File: src/rtl/osd_ctrl.sv
// OSD character-RAM controller: arbitrates one single-port RAM between display
// prefetch, full-screen clear and host writes; also frame-syncs the OSD enable.
module osd_ctrl #(
    parameter logic [7:0] C_clear_char = 8'h20,
    parameter int         C_cells      = 1024
) (
    input  logic       clk_pixel,
    input  logic       rst_n,
    input  logic       clk_pixel_ena,
    input  logic       i_vsync,
    input  logic [9:0] i_osd_x,
    input  logic [9:0] i_osd_y,
    input  logic       i_wr_valid,
    input  logic [9:0] i_wr_addr,
    input  logic [7:0] i_wr_data,
    output logic       o_wr_ready,
    input  logic       i_clr,
    input  logic       i_en_req,
    output logic       o_osd_en,
    output logic [9:0] o_ram_addr,
    output logic       o_ram_we,
    output logic [7:0] o_ram_wdata,
    input  logic [7:0] i_ram_rdata,
    output logic [7:0] o_char,
    output logic       o_char_valid,
    output logic       o_busy
);

    typedef enum logic {ST_IDLE, ST_CLEAR} state_t;

    localparam logic [9:0] LP_LAST = 10'(C_cells - 1);

    state_t     r_state;
    state_t     w_state_nxt;
    logic [9:0] r_clr_cnt;
    logic [9:0] w_clr_cnt_nxt;
    logic       w_fetch;
    logic [4:0] w_col_nxt;
    logic [9:0] w_fetch_addr;
    logic       w_wr_acc;
    logic       r_fetch_p1;
    logic       r_vsync_p1;
    logic       r_en_shadow;
    logic       w_unused;

    // Prefetch the cell to the right while the last pixel of the current glyph is shown.
    assign w_fetch      = rst_n & clk_pixel_ena & (i_osd_x[2:0] == 3'd7);
    assign w_col_nxt    = i_osd_x[7:3] + 5'd1;
    assign w_fetch_addr = {i_osd_y[7:3], w_col_nxt};
    assign w_unused     = ^{i_osd_x[9:8], i_osd_y[9:8]};

    always_comb begin
        w_state_nxt   = r_state;
        w_clr_cnt_nxt = r_clr_cnt;
        w_wr_acc      = 1'b0;
        o_wr_ready    = 1'b0;
        o_busy        = 1'b0;
        o_ram_addr    = '0;
        o_ram_we      = 1'b0;
        o_ram_wdata   = '0;
        if (rst_n) begin
            case (r_state)
                ST_IDLE: begin
                    o_wr_ready = ~w_fetch;
                    w_wr_acc   = i_wr_valid & ~w_fetch;
                    if (i_clr) begin
                        w_state_nxt   = ST_CLEAR;
                        w_clr_cnt_nxt = '0;
                    end
                end
                ST_CLEAR: begin
                    o_busy = 1'b1;
                    if (!w_fetch) begin
                        w_clr_cnt_nxt = r_clr_cnt + 10'd1;
                        if (r_clr_cnt == LP_LAST) begin
                            w_state_nxt = ST_IDLE;
                        end
                    end
                end
                default: w_state_nxt = ST_IDLE;
            endcase

            // Fixed priority: display fetch, then clear, then host write.
            if (w_fetch) begin
                o_ram_addr = w_fetch_addr;
            end else if (r_state == ST_CLEAR) begin
                o_ram_addr  = r_clr_cnt;
                o_ram_we    = 1'b1;
                o_ram_wdata = C_clear_char;
            end else if (w_wr_acc) begin
                o_ram_addr  = i_wr_addr;
                o_ram_we    = 1'b1;
                o_ram_wdata = i_wr_data;
            end
        end
    end

    always_ff @(posedge clk_pixel or negedge rst_n) begin
        if (!rst_n) begin
            r_state      <= ST_IDLE;
            r_clr_cnt    <= '0;
            r_fetch_p1   <= 1'b0;
            r_vsync_p1   <= 1'b0;
            r_en_shadow  <= 1'b0;
            o_osd_en     <= 1'b0;
            o_char       <= '0;
            o_char_valid <= 1'b0;
        end else begin
            r_state     <= w_state_nxt;
            r_clr_cnt   <= w_clr_cnt_nxt;
            // Stage p1: RAM data for last clock's fetch is valid now; capture it.
            r_fetch_p1   <= w_fetch;
            o_char_valid <= r_fetch_p1;
            if (r_fetch_p1) begin
                o_char <= i_ram_rdata;
            end
            r_vsync_p1  <= i_vsync;
            r_en_shadow <= i_en_req;
            if (i_vsync && !r_vsync_p1) begin
                o_osd_en <= r_en_shadow;
            end
        end
    end

endmodule

File: config.mk
export PLATFORM = sky130hd
export DESIGN_NAME = osd_ctrl
export DESIGN_NICKNAME = d
export VERILOG_FILES = /design/src/rtl/osd_ctrl.sv
export SDC_FILE = /design/constraint.sdc
export NUM_CORES = 1
export LEC_CHECK = 0
export CORE_MARGIN = 1.5
export CORE_UTILIZATION = 41
export DETAILED_ROUTE_END_ITERATION = 8
export PLACE_DENSITY = 0.86
export SLEW_MARGIN = 20
export SYNTH_ARGS = -nofsm -noshare
export SYNTH_HDL_FRONTEND = slang
export SYNTH_SLANG_ARGS = --single-unit
File: constraint.sdc
create_clock -name clk_pixel -period 2.4 [get_ports clk_pixel]
set_input_delay 0.48 -clock clk_pixel [delete_from_list [all_inputs] [get_ports clk_pixel]]
set_output_delay 0.48 -clock clk_pixel [all_outputs]
set_load 0.01 [all_outputs]
==> flow_results.org <==
** Route
- In this run, the number of DRC markers left after iteration 0 of detailed routing was 61.
- The routed layout has roughly 1.5k vias.
- Number of remaining DRC errors :: 0
- For this run, the detailed router's first-pass iteration total came to 4.
- Routed signal wires occupy layers up through met4.
- Dividing the detail-routed wire length by the instance count gives between 10 and 15 µm.
- Wire length after detailed routing :: about 4000 µm
- Number of vias per cell after detailed routing :: between 5 and 6
- Length of routed wiring on met1 :: 1622 µm
- Total met3 wirelength after detailed routing :: between 300 and 400 µm
- Met2 wire length :: a little under 2000 µm
- Final antenna-violating net count :: 0

** Hold path
- Tightest Hold Check Type :: reg2reg
- Startpoint of the tightest hold check path :: r_en_shadow

** Yosys
- Cell count after synthesis :: 143
- Yosys attributes the largest share of cell area to sky130_fd_sc_hd__dfrtp_1 (42%), sky130_fd_sc_hd__mux2_2 (7.0%), sky130_fd_sc_hd__a221oi_1 (6.1%), sky130_fd_sc_hd__mux2i_1 (4.2%), sky130_fd_sc_hd__nor2_1 (3.4%).
- Counting distinct cell types in the post-synthesis netlist gives 38.
- Number of enable-type register cells in the synthesized netlist :: 0
- Post-synthesis average cell area :: ~10 µm²
- Counting flops with an async set or reset pin after synthesis yields a share of 1.000.
- Main flop type after synthesis :: sky130_fd_sc_hd__dfrtp_1
- Yosys warning count :: 0
- When the netlist entered floorplanning its net count stood at 198.
- Register bit total from synthesis :: 24
- Total standard cell area after synthesis :: roughly 0.0014 mm²
- Sequential cell area fraction in the yosys report :: 0.4163
- The synthesized design spends more area on one cell type than any other, namely sky130_fd_sc_hd__dfrtp_1.
- Area share of the largest cell type after synthesis :: 0.4163

** Timing
- After routing, the total negative slack on setup checks comes to 0 ns.
- The final-report max-slew violation count came to 0.
- The number of endpoints with negative hold slack in the final report was 0.
- Final setup fails :: 0
- Skew final :: 0.008072 ns
- Tightest Pin Transition :: a little over 0.4 ns
- Post-route clock period utilization :: 0.9871
- Static timing analysis puts the maximum clock frequency at between 400 and 500 MHz.
- RSZ-0062 raised after global routing :: false
- The smallest clock period supported by the final layout is computed as between 2 and 2.5 ns.
- In this run the tightest slew margin relative to its limit is 0.7280.

** Clocking
- In this run the number of H-tree levels came out at 1.
- Clock latency on the worst-skew pair, taken at its later pin, is about 0.3 ns.
- Maximum count of clock buffers along a single path :: 2
- Clock tree root driver cell :: sky130_fd_sc_hd__clkbuf_4
- TritonCTS created 3 clock buffers.
- For this design, the sink count on the clock tree is 24.
- Clock-pin slew was measured on the worst setup and hold paths at between 0.1 and 0.15 ns.
- TritonCTS built the clock tree.

** GRT
- Entering global routing, the biggest net connects 31 pins.
- Total Routing Usage GR :: 0.2108
- Vias in the first global route :: 1430
- Summed over all layers, the global routing overflow is 0.
- Initial antenna violation count :: 0
- Global-route wire length before repair :: around 6600 µm

** Worst setup path
- Worst setup path startpoint :: clk_pixel_ena
- Crit-path max FO :: 7
- The worst setup path is launched from a primary input.
- Required time of the worst setup path :: ~1.9 ns
- In this run the critical register-to-register path is launched from r_clr_cnt[0].
- Arr. time, crit path :: around 1.9 ns
- Critical path type :: in2out
- The worst setup path is captured at an output port.

** Layout
- Multi-input gate area :: approximately 800 µm²
- The finished cells cover approximately 0.0024 mm².
- Number of fill cells :: about 280
- Area added between synthesis and finish :: 65.74%
- 0 antenna diodes ended up in the layout.
- The sequential cells in the finished layout cover a total of 600.6 µm².
- Ratio of cells with drive above 1 in the final layout :: 0.2857
- The net count of the finished layout is between 200 and 300.

** Die
- Row Count :: 21
- Boundary Pins :: between 80 and 90
- The die is 62.32 µm wide.
- Area enclosed by the die boundary :: 0.003883 mm²
- The die is a little over 60 µm tall.
- Starting density of the core :: 0.4289
- The region available for standard cell placement spans 0.003363 mm².

** Placed design
- Detailed placement finished with a half-perimeter wire length of around 3000 µm.
- Port buffering added 76 buffers.
- Total placed instance area :: roughly 0.0024 mm²
- At the end of routability-driven placement, the weighted congestion stood at 0.8068.

** Job
- The tool flagged a number of max-cap violations equal to 0.

** Power and ir drop
- Static leakage :: 0.001076 µW
- Total power density per cell area :: roughly 510 mW/mm²
- Across the VDD grid, the largest voltage drop is 0.2342 mV.

** Outcome
- Outcome :: finished clean
[logic make-up (layout without fill, tap and decap cells)]
logic type	after synthesis	after routing	synth area share
muxes	15	15	0.1119
adders and majority gates	2	2	0.01734
AOI/OAI and AO/OA	23	23	0.1232
xor gates and xnor gates	3	3	0.01822
buffers and inverters	12	107	0.04856
and+or+nand+nor	64	64	0.2645
DFF	24	24	0.4163
[cells in the mapped netlist (2+ instances only)]
| cell type | number |
|---|---|
| sky130_fd_sc_hd__o311ai_1 | 2 |
| sky130_fd_sc_hd__xor2_1 | 2 |
| sky130_fd_sc_hd__nand3_1 | 7 |
| sky130_fd_sc_hd__a221oi_1 | 10 |
| sky130_fd_sc_hd__ha_1 | 2 |
| sky130_fd_sc_hd__a21oi_1 | 2 |
| sky130_fd_sc_hd__mux2_2 | 9 |
| sky130_fd_sc_hd__o21ai_0 | 2 |
| sky130_fd_sc_hd__nand2b_1 | 2 |
| sky130_fd_sc_hd__dfrtp_1 | 24 |
| sky130_fd_sc_hd__nor4_2 | 3 |
| sky130_fd_sc_hd__and3_1 | 7 |
| sky130_fd_sc_hd__nand4_1 | 3 |
| sky130_fd_sc_hd__nor2_1 | 13 |
| sky130_fd_sc_hd__buf_2 | 5 |
| sky130_fd_sc_hd__a211oi_1 | 4 |
| sky130_fd_sc_hd__mux2i_1 | 6 |
| sky130_fd_sc_hd__nand2_1 | 11 |
| sky130_fd_sc_hd__nor4b_2 | 2 |
| sky130_fd_sc_hd__nor3_1 | 7 |
| sky130_fd_sc_hd__nor2b_1 | 2 |
| sky130_fd_sc_hd__buf_6 | 2 |
[critical path, stage by stage]
cell	delay [ns]
sky130_fd_sc_hd__clkdlybuf4s50_1	0.49
sky130_fd_sc_hd__and4_4	0.22
sky130_fd_sc_hd__buf_12	0.11
sky130_fd_sc_hd__buf_4	0.13
sky130_fd_sc_hd__a221oi_1	0.05
sky130_fd_sc_hd__a211oi_1	0.22
sky130_fd_sc_hd__buf_2	0.18
[report_power, final]
| group | internal, µW | switching [µW] | total (µW) |
|---|---|---|---|
| logic | 294 | 183 | 476 |
| registers | 490 | 97.1 | 587 |
| clock network | 58.4 | 104 | 162 |
[routing by layer]
metal	global-route usage	up-vias
li1	-	738
met1	0.2582	702
met2	0.3628	88
met3	0.05254	10
met4	0.07222	0
met5	0	-
[area by class of cell]
type                            count  area share
Clock buffer                        3    0.009419
Inverter                            2    0.003140
Sequential cell                    24      0.2512
Multi-Input combinational cell    107      0.3380
Tap cell                           46     0.02407
Timing Repair Buffer              102      0.3742
[through the flow]
stage / instances / setup WS, ns / hold slack [ns] / util / power [µW]
2_1_floorplan: 143 / 0.5792 / 0.1844 / - / 801.5
3_3_place_gp: 276 / -0.3280 / 0.4605 / 0.7042 / 1062
3_5_place_dp: 276 / -0.3479 / 0.4709 / 0.7042 / 1080
4_1_cts: 283 / 0.005147 / 0.4977 / 0.7154 / 1227
5_1_grt: 284 / 0.006619 / 0.5207 / 0.7109 / 1311
6_report: 284 / 0.03092 / 0.4926 / 0.7109 / 1226
[sequential cells by signal (all words and copies together) (netlist names)]
| register | flops |
|---|---|
| r_state | 1 |
| o_char_valid | 1 |
| o_osd_en | 1 |
| o_char | 8 |
| r_fetch_p1 | 1 |
| r_en_shadow | 1 |
| r_clr_cnt | 10 |
| r_vsync_p1 | 1 |
[placed cells by master, fill, tap and decap left out, types with 3 or more instances in the layout]
cell                              instances
sky130_fd_sc_hd__a211oi_1                 4
sky130_fd_sc_hd__a221oi_1                 5
sky130_fd_sc_hd__a221oi_2                 5
sky130_fd_sc_hd__and3_1                   7
sky130_fd_sc_hd__buf_2                    6
sky130_fd_sc_hd__buf_4                   23
sky130_fd_sc_hd__clkbuf_2                10
sky130_fd_sc_hd__clkbuf_4                 3
sky130_fd_sc_hd__clkdlybuf4s50_1         52
sky130_fd_sc_hd__dfrtp_1                 24
sky130_fd_sc_hd__dlygate4sd2_1            6
sky130_fd_sc_hd__dlymetal6s2s_1           3
sky130_fd_sc_hd__mux2_2                   9
sky130_fd_sc_hd__mux2i_1                  6
sky130_fd_sc_hd__nand2_1                 11
sky130_fd_sc_hd__nand3_1                  7
sky130_fd_sc_hd__nand4_1                  3
sky130_fd_sc_hd__nor2_1                  13
sky130_fd_sc_hd__nor3_1                   7
sky130_fd_sc_hd__nor4_2                   3
[path summary, 6_finish.rpt]
path,slack [ns],end,cells after the start
max,0.03,o_ram_addr[2],7
min,0.49,o_osd_en,1
max reg2reg,0.83,r_clr_cnt[8],4
min reg2reg,0.49,o_osd_en,1
max in group asynchronous,1.40,r_clr_cnt[1],3
min in group asynchronous,0.74,o_char[4],3
[repair_timing]
item / CTS / global route
pin swaps: 3 / 5
endpoints found under the setup margin: 21 / 15
buffers inserted: 4 / 0
hold buffers: 0 / 0
gates resized for setup: 50 / 22
gates cloned: 0 / 1
(Power assumes the default switching activity.)
